==> src/rtl/pc_gen_if.sv <==
// Fetch-side bundle for pc_gen: redirect requests in, fetch address and status out.
// master = the PC generator, slave = the core/imem side driving redirects and ready.
interface pc_gen_if #(
   parameter int unsigned ADDR_W = 32
);
   logic              trap_enable_i;
   logic [ADDR_W-1:0] trap_addr_i;
   logic              branch_enable_i;
   logic [ADDR_W-1:0] branch_addr_i;
   logic              jump_enable_i;
   logic [ADDR_W-1:0] jump_addr_i;
   logic              stall_i;
   logic              fetch_ready_i;
   logic [ADDR_W-1:0] pc_o;
   logic              ce_o;
   logic              redirect_o;
   logic              misalign_o;
   logic [ADDR_W-1:0] misalign_addr_o;

   modport master (
      input  trap_enable_i, trap_addr_i, branch_enable_i, branch_addr_i,
             jump_enable_i, jump_addr_i, stall_i, fetch_ready_i,
      output pc_o, ce_o, redirect_o, misalign_o, misalign_addr_o
   );

   modport slave (
      output trap_enable_i, trap_addr_i, branch_enable_i, branch_addr_i,
             jump_enable_i, jump_addr_i, stall_i, fetch_ready_i,
      input  pc_o, ce_o, redirect_o, misalign_o, misalign_addr_o
   );
endinterface

==> src/rtl/pc_gen.sv <==
// Program-counter / fetch-address generator: boot delay, prioritised redirects
// (trap > branch > jump), fetch handshake, target alignment check and halt.
module pc_gen #(
   parameter int unsigned ADDR_W      = 32,
   parameter logic [31:0] RESET_ADDR  = 32'h0000_0000,
   parameter int unsigned INST_BYTES  = 4,
   parameter int unsigned BOOT_CYCLES = 2,
   parameter int unsigned ALIGN_CHECK = 1
) (
   input logic       clk_i,
   input logic       rst_i,
   pc_gen_if.master  bus
);
   localparam int unsigned CNT_W = 4;
   localparam logic [CNT_W-1:0]  BOOT_LAST = CNT_W'(BOOT_CYCLES - 1);
   localparam logic [ADDR_W-1:0] RST_PC    = ADDR_W'(RESET_ADDR);
   localparam logic [ADDR_W-1:0] INC       = ADDR_W'(INST_BYTES);
   localparam logic [ADDR_W-1:0] LOW_MASK  = ADDR_W'(INST_BYTES - 1);

   typedef enum logic [1:0] {
      ST_BOOT = 2'd0,
      ST_RUN  = 2'd1,
      ST_HALT = 2'd2
   } state_t;

   state_t            state_q;
   logic [CNT_W-1:0]  boot_cnt_q;
   logic [ADDR_W-1:0] pc_q;
   logic              ce_q;
   logic              redirect_q;
   logic              misalign_q;
   logic [ADDR_W-1:0] misalign_addr_q;

   logic [ADDR_W-1:0] trap_tgt_c;
   logic [ADDR_W-1:0] ctl_tgt_c;
   logic              ctl_en_c;
   logic              ctl_mis_c;

   // Branch wins over jump; traps are forced aligned instead of being checked.
   always_comb begin
      trap_tgt_c = bus.trap_addr_i & ~LOW_MASK;
      ctl_en_c   = bus.branch_enable_i | bus.jump_enable_i;
      ctl_tgt_c  = bus.branch_enable_i ? bus.branch_addr_i : bus.jump_addr_i;
      ctl_mis_c  = (ALIGN_CHECK != 0) && ((ctl_tgt_c & LOW_MASK) != '0);
   end

   always_ff @(posedge clk_i or negedge rst_i) begin
      if (!rst_i) begin
         state_q         <= ST_BOOT;
         boot_cnt_q      <= '0;
         pc_q            <= RST_PC;
         ce_q            <= 1'b0;
         redirect_q      <= 1'b0;
         misalign_q      <= 1'b0;
         misalign_addr_q <= '0;
      end else begin
         redirect_q <= 1'b0;
         case (state_q)
            ST_BOOT: begin
               if (boot_cnt_q == BOOT_LAST) begin
                  state_q <= ST_RUN;
                  ce_q    <= 1'b1;
               end else begin
                  boot_cnt_q <= boot_cnt_q + CNT_W'(1);
               end
            end
            ST_RUN: begin
               if (bus.trap_enable_i) begin
                  pc_q       <= trap_tgt_c;
                  redirect_q <= 1'b1;
               end else if (ctl_en_c) begin
                  // A bad target freezes fetch at the current PC until a trap.
                  if (ctl_mis_c) begin
                     state_q         <= ST_HALT;
                     ce_q            <= 1'b0;
                     misalign_q      <= 1'b1;
                     misalign_addr_q <= ctl_tgt_c;
                  end else begin
                     pc_q       <= ctl_tgt_c;
                     redirect_q <= 1'b1;
                  end
               end else if (bus.fetch_ready_i && !bus.stall_i) begin
                  pc_q <= pc_q + INC;
               end
            end
            ST_HALT: begin
               if (bus.trap_enable_i) begin
                  state_q    <= ST_RUN;
                  pc_q       <= trap_tgt_c;
                  ce_q       <= 1'b1;
                  redirect_q <= 1'b1;
                  misalign_q <= 1'b0;
               end
            end
            default: begin
               state_q <= ST_BOOT;
               ce_q    <= 1'b0;
            end
         endcase
      end
   end

   assign bus.pc_o            = pc_q;
   assign bus.ce_o            = ce_q;
   assign bus.redirect_o      = redirect_q;
   assign bus.misalign_o      = misalign_q;
   assign bus.misalign_addr_o = misalign_addr_q;
endmodule

==> src/flat_wrapper.sv <==
// flat-port wrapper written by rule: the top's interface ports become plain ports
module pc_gen_flat 
#(
   parameter int unsigned ADDR_W      = 32,
   parameter logic [31:0] RESET_ADDR  = 32'h0000_0000,
   parameter int unsigned INST_BYTES  = 4,
   parameter int unsigned BOOT_CYCLES = 2,
   parameter int unsigned ALIGN_CHECK = 1
)
  (clk_i, rst_i, bus_trap_enable_i, bus_trap_addr_i, bus_branch_enable_i, bus_branch_addr_i, bus_jump_enable_i, bus_jump_addr_i, bus_stall_i, bus_fetch_ready_i, bus_pc_o, bus_ce_o, bus_redirect_o, bus_misalign_o, bus_misalign_addr_o);
  pc_gen_if #(.ADDR_W(ADDR_W)) bus_i ();
  input logic clk_i;
  input logic rst_i;
  input wire logic [$bits(bus_i.trap_enable_i)-1:0] bus_trap_enable_i;
  input wire logic [$bits(bus_i.trap_addr_i)-1:0] bus_trap_addr_i;
  input wire logic [$bits(bus_i.branch_enable_i)-1:0] bus_branch_enable_i;
  input wire logic [$bits(bus_i.branch_addr_i)-1:0] bus_branch_addr_i;
  input wire logic [$bits(bus_i.jump_enable_i)-1:0] bus_jump_enable_i;
  input wire logic [$bits(bus_i.jump_addr_i)-1:0] bus_jump_addr_i;
  input wire logic [$bits(bus_i.stall_i)-1:0] bus_stall_i;
  input wire logic [$bits(bus_i.fetch_ready_i)-1:0] bus_fetch_ready_i;
  output wire logic [$bits(bus_i.pc_o)-1:0] bus_pc_o;
  output wire logic [$bits(bus_i.ce_o)-1:0] bus_ce_o;
  output wire logic [$bits(bus_i.redirect_o)-1:0] bus_redirect_o;
  output wire logic [$bits(bus_i.misalign_o)-1:0] bus_misalign_o;
  output wire logic [$bits(bus_i.misalign_addr_o)-1:0] bus_misalign_addr_o;
  assign bus_i.trap_enable_i = bus_trap_enable_i;
  assign bus_i.trap_addr_i = bus_trap_addr_i;
  assign bus_i.branch_enable_i = bus_branch_enable_i;
  assign bus_i.branch_addr_i = bus_branch_addr_i;
  assign bus_i.jump_enable_i = bus_jump_enable_i;
  assign bus_i.jump_addr_i = bus_jump_addr_i;
  assign bus_i.stall_i = bus_stall_i;
  assign bus_i.fetch_ready_i = bus_fetch_ready_i;
  assign bus_pc_o = bus_i.pc_o;
  assign bus_ce_o = bus_i.ce_o;
  assign bus_redirect_o = bus_i.redirect_o;
  assign bus_misalign_o = bus_i.misalign_o;
  assign bus_misalign_addr_o = bus_i.misalign_addr_o;
  pc_gen #(.ADDR_W(ADDR_W), .RESET_ADDR(RESET_ADDR), .INST_BYTES(INST_BYTES), .BOOT_CYCLES(BOOT_CYCLES), .ALIGN_CHECK(ALIGN_CHECK)) u_core (.clk_i(clk_i), .rst_i(rst_i), .bus(bus_i));
endmodule
==> config.mk <==
export PLATFORM = sky130hd
export DESIGN_NAME = pc_gen_flat
export DESIGN_NICKNAME = d
export VERILOG_FILES = /design/src/rtl/pc_gen_if.sv /design/src/rtl/pc_gen.sv /design/src/flat_wrapper.sv
export SDC_FILE = /design/constraint.sdc
export NUM_CORES = 1
export LEC_CHECK = 0
export ABC_AREA = 1
export CORE_MARGIN = 1
export CORE_UTILIZATION = 30
export CTS_CLUSTER_DIAMETER = 150
export CTS_CLUSTER_SIZE = 25
export DETAILED_ROUTE_END_ITERATION = 7
export GPL_TIMING_DRIVEN = 1
export PLACE_DENSITY = 0.68
export REMOVE_ABC_BUFFERS = 1
export SETUP_SLACK_MARGIN = 0.02
export SYNTH_ARGS = -nofsm -noshare
export SYNTH_HDL_FRONTEND = slang
export SYNTH_SLANG_ARGS = --single-unit
==> constraint.sdc <==
create_clock -name clk_i -period 1.54 [get_ports clk_i]
set_input_delay 0.308 -clock clk_i [delete_from_list [all_inputs] [get_ports clk_i]]
set_output_delay 0.308 -clock clk_i [all_outputs]
set_load 0.05 [all_outputs]
==> impl_metrics.toml <==
[logic_synthesis]
syn_inst = 661
synthFlopType = "dfrtp_1"
synth_edf_count = 0
yosysTopAreaCellShare_pct = 39.2
ys_seq_elements = 72
syn_area_sq_um = 4590
synth_top_cell_by_area = "dfrtp_1"
synth_warnings = 0
yosys-top-cells-area = "dfrtp_1, nand2_1, o21ai_0"
ys_seq_area_share_pct = 39.2
syn_avg_cell_area_sq_um = 6.95
async_reset_ff_share_pct = 100
ys_types = 37

[clock_network]
cts_tree = "yes"
cts_sinks = 72
cts.path.max_buffers = 2
htree_num_levels = 3
cts_buffers = 9
insertion_delay_ns = 0.35
cts_root_buf = "clkbuf_16"
path_clk_slew_ns = 0.06

[pwr]
cellPowerDensity_nw_per_um2 = 2120
p_leak_nw = 4.16
p_total_mw = 18.7
vdd_drop_max_uv = 977

[detailed_routing]
drt_first_pass_iters = 4
final_antenna_net_count = 0
detail_route.vias_per_cell = 4.71
wl_per_cell_um = 15.2
vias = 5253
wirelength_um = 17000
drtIter0Drc = 247
drc = 0

[layout]
final_nets = 1035
syn_to_final_growth_pct = 92.8
final_area_sq_um = 8850
drive_gt1_share_pct = 37.1
diodes = 0

[die]
core_sq_um = 14800
die-area_sq_um = 15800
start_util_pct = 31.1
ios = 170
die_w_um = 126
die_y_um = 126
rows = 44

[timing]
fin_worst_skew_ns = 0.00718
fin_crit_ns = 1.75
fmax_mhz = 572
slew_violations = 0
tightest_slew_ns = 0.367
rsz0062_at_grt = "true"
hold_viol_final = 0
fin_ws_ns = -0.209
hold_slack_ns = 0.408
final-setup-viol-count = 60
fin_crit_sh_pct = 114
tns_ns = -5.77
slew_headroom_pct = 74.8

[global_route]
grt_pass1_vias = 5047
grt_max_degree = 31
grt_pass1_wl_um = 26000
grt.overflow.total = 0
grt_usage_pct = 21.1
antenna_found_initial = 0

[place]
placed_area_sq_um = 7740
portBuffers = 167
dp_hpwl_um = 11900
globalplace.congestion = 0.885

[critical_path]
path_common_cell = "o21ai_1"
crit_path_end_kind = "register"
max_stage_delay_ns = 0.41
path_class = "reg -> reg"
start_kind = "register"
path_cells = "inv_2, ha_4, inv_4, nor2_4, o211ai_1, nand3_4, clkinvlp_4, o21ai_1, o21ai_1"
worstPathArrival_ns = 1.98
path_max_fanout = 7
required_ns = 1.77
critPathSlowestCell = "dfrtp_1"

[run_status]
violations = "negative setup slack"
status = "finished, violations left"

[flow_run]
cap_violations = 0

[hold_path]
min_path_type = "in -> async"
## per-stage QoR
step	util, %	cells	setup slack (ns)
CTS	56.5	1105	-0.188
floorplan	-	635	-1.13
finish	60.0	1115	-0.209
detailed placement	52.5	1074	-0.449
global route	60.0	1115	-0.299
global placement	52.5	1074	-0.379
## layout make-up
type / instances / area, sq um
flip-flops and latches: 72 / 1800
clock inverters: 4 / 20.0
clock buffers: 12 / 246
repair inverters: 3 / 17.5
multi-input cells: 507 / 2860
repair buffers: 277 / 3440
inverters: 56 / 234
fillers: 1268 / 5900
well taps: 184 / 230
## power breakdown
group	switching (mW)	internal (mW)	total (mW)
clock	0.827	1.12	1.95
sequential	1.07	2.77	3.84
combinational	6.78	6.16	12.9
total	8.67	10.1	18.7
## routing by layer
metal	vias to the layer above	wire length [um]	track usage [%]
li1	2647	-	-
met1	2424	7220	26.6
met2	169	8450	36.2
met3	13	1140	5.56
met4	0	168	4.30
met5	-	0	0
## flip-flops by register name, summed over array words and instances (netlist names)
name                        flops
u_core.bus.misalign_addr_o     32
u_core.boot_cnt_q               4
u_core.bus.redirect_o           1
u_core.state_q                  2
u_core.bus.pc_o                32
u_core.bus.misalign_o           1
## cell usage in the layout (no fill, tap or decap), types with 12 or more instances in the layout
master	n
o21ai_0	15
nor2_1	48
buf_12	74
nand2_2	49
nand3_1	28
nand2_1	206
clkbuf_16	12
o21ai_1	30
dfrtp_1	72
nor2_2	14
inv_1	37
buf_6	14
buf_4	79
clkdlybuf4s50_1	98
o21ai_2	27
mux2i_1	14
inv_2	15
## final timing paths
path                                                        to  depth (start not counted)  slack, ns                 start
worst min register to register            u_core.boot_cnt_q[2]                          1       0.47  u_core.boot_cnt_q[2]
worst max-delay path                        u_core.bus.pc_o[5]                          9      -0.21     u_core.state_q[1]
worst max register to register              u_core.bus.pc_o[5]                          9      -0.21     u_core.state_q[1]
worst min-delay path            u_core.bus.misalign_addr_o[13]                          2       0.41                 rst_i
max in group asynchronous                 u_core.boot_cnt_q[0]                          3       0.61                 rst_i
min in group clk_i                        u_core.boot_cnt_q[2]                          1       0.47  u_core.boot_cnt_q[2]
## kinds of logic after synthesis
| family | after synthesis | share of synthesized area [%] |
|---|---|---|
| AO/OA/AOI/OAI | 108 | 13.7 |
| XOR/XNOR | 6 | 1.14 |
| adder cells (fa/ha/maj) | 6 | 1.63 |
| buffers and inverters | 82 | 7.82 |
| flip-flops | 72 | 39.2 |
| multiplexers | 14 | 3.05 |
| AND/OR/NAND/NOR | 373 | 33.5 |
## synth_stat cells, types with 2 or more instances
cell	count
o21ai_1	12
inv_2	11
a21oi_1	9
buf_6	4
buf_2	14
or2_2	2
a21boi_1	8
o21ai_2	2
nor3_1	2
nor2_4	2
clkbuf_1	6
nand3b_1	2
xor2_1	5
inv_1	45
mux2i_1	14
a22oi_1	8
nand4_1	2
nand3_1	30
ha_1	6
nand2_1	258
and2_0	2
nor2_1	61
o21ai_0	58
a22o_1	2
o211ai_1	2
a21oi_2	7
dfrtp_1	72
nor2_2	6
## critical path, delay by kind of cell, from the launching register on
family                     cells  cell delay (ns)
and+or+nand+nor                2             0.33
buffers and inverters          3             0.38
AOI/OAI and AO/OA              3             0.35
DFF                            1             0.41
adders and majority gates      1             0.16
## repair_timing
item	CTS	global route
pin swaps	7	25
gates cloned	6	5
resized for setup	58	155
endpoints found under the hold margin	18	0
endpoints found under the setup margin	66	68
hold buffers	1	0
setup buffers	8	9
(Power assumes the default switching activity.)
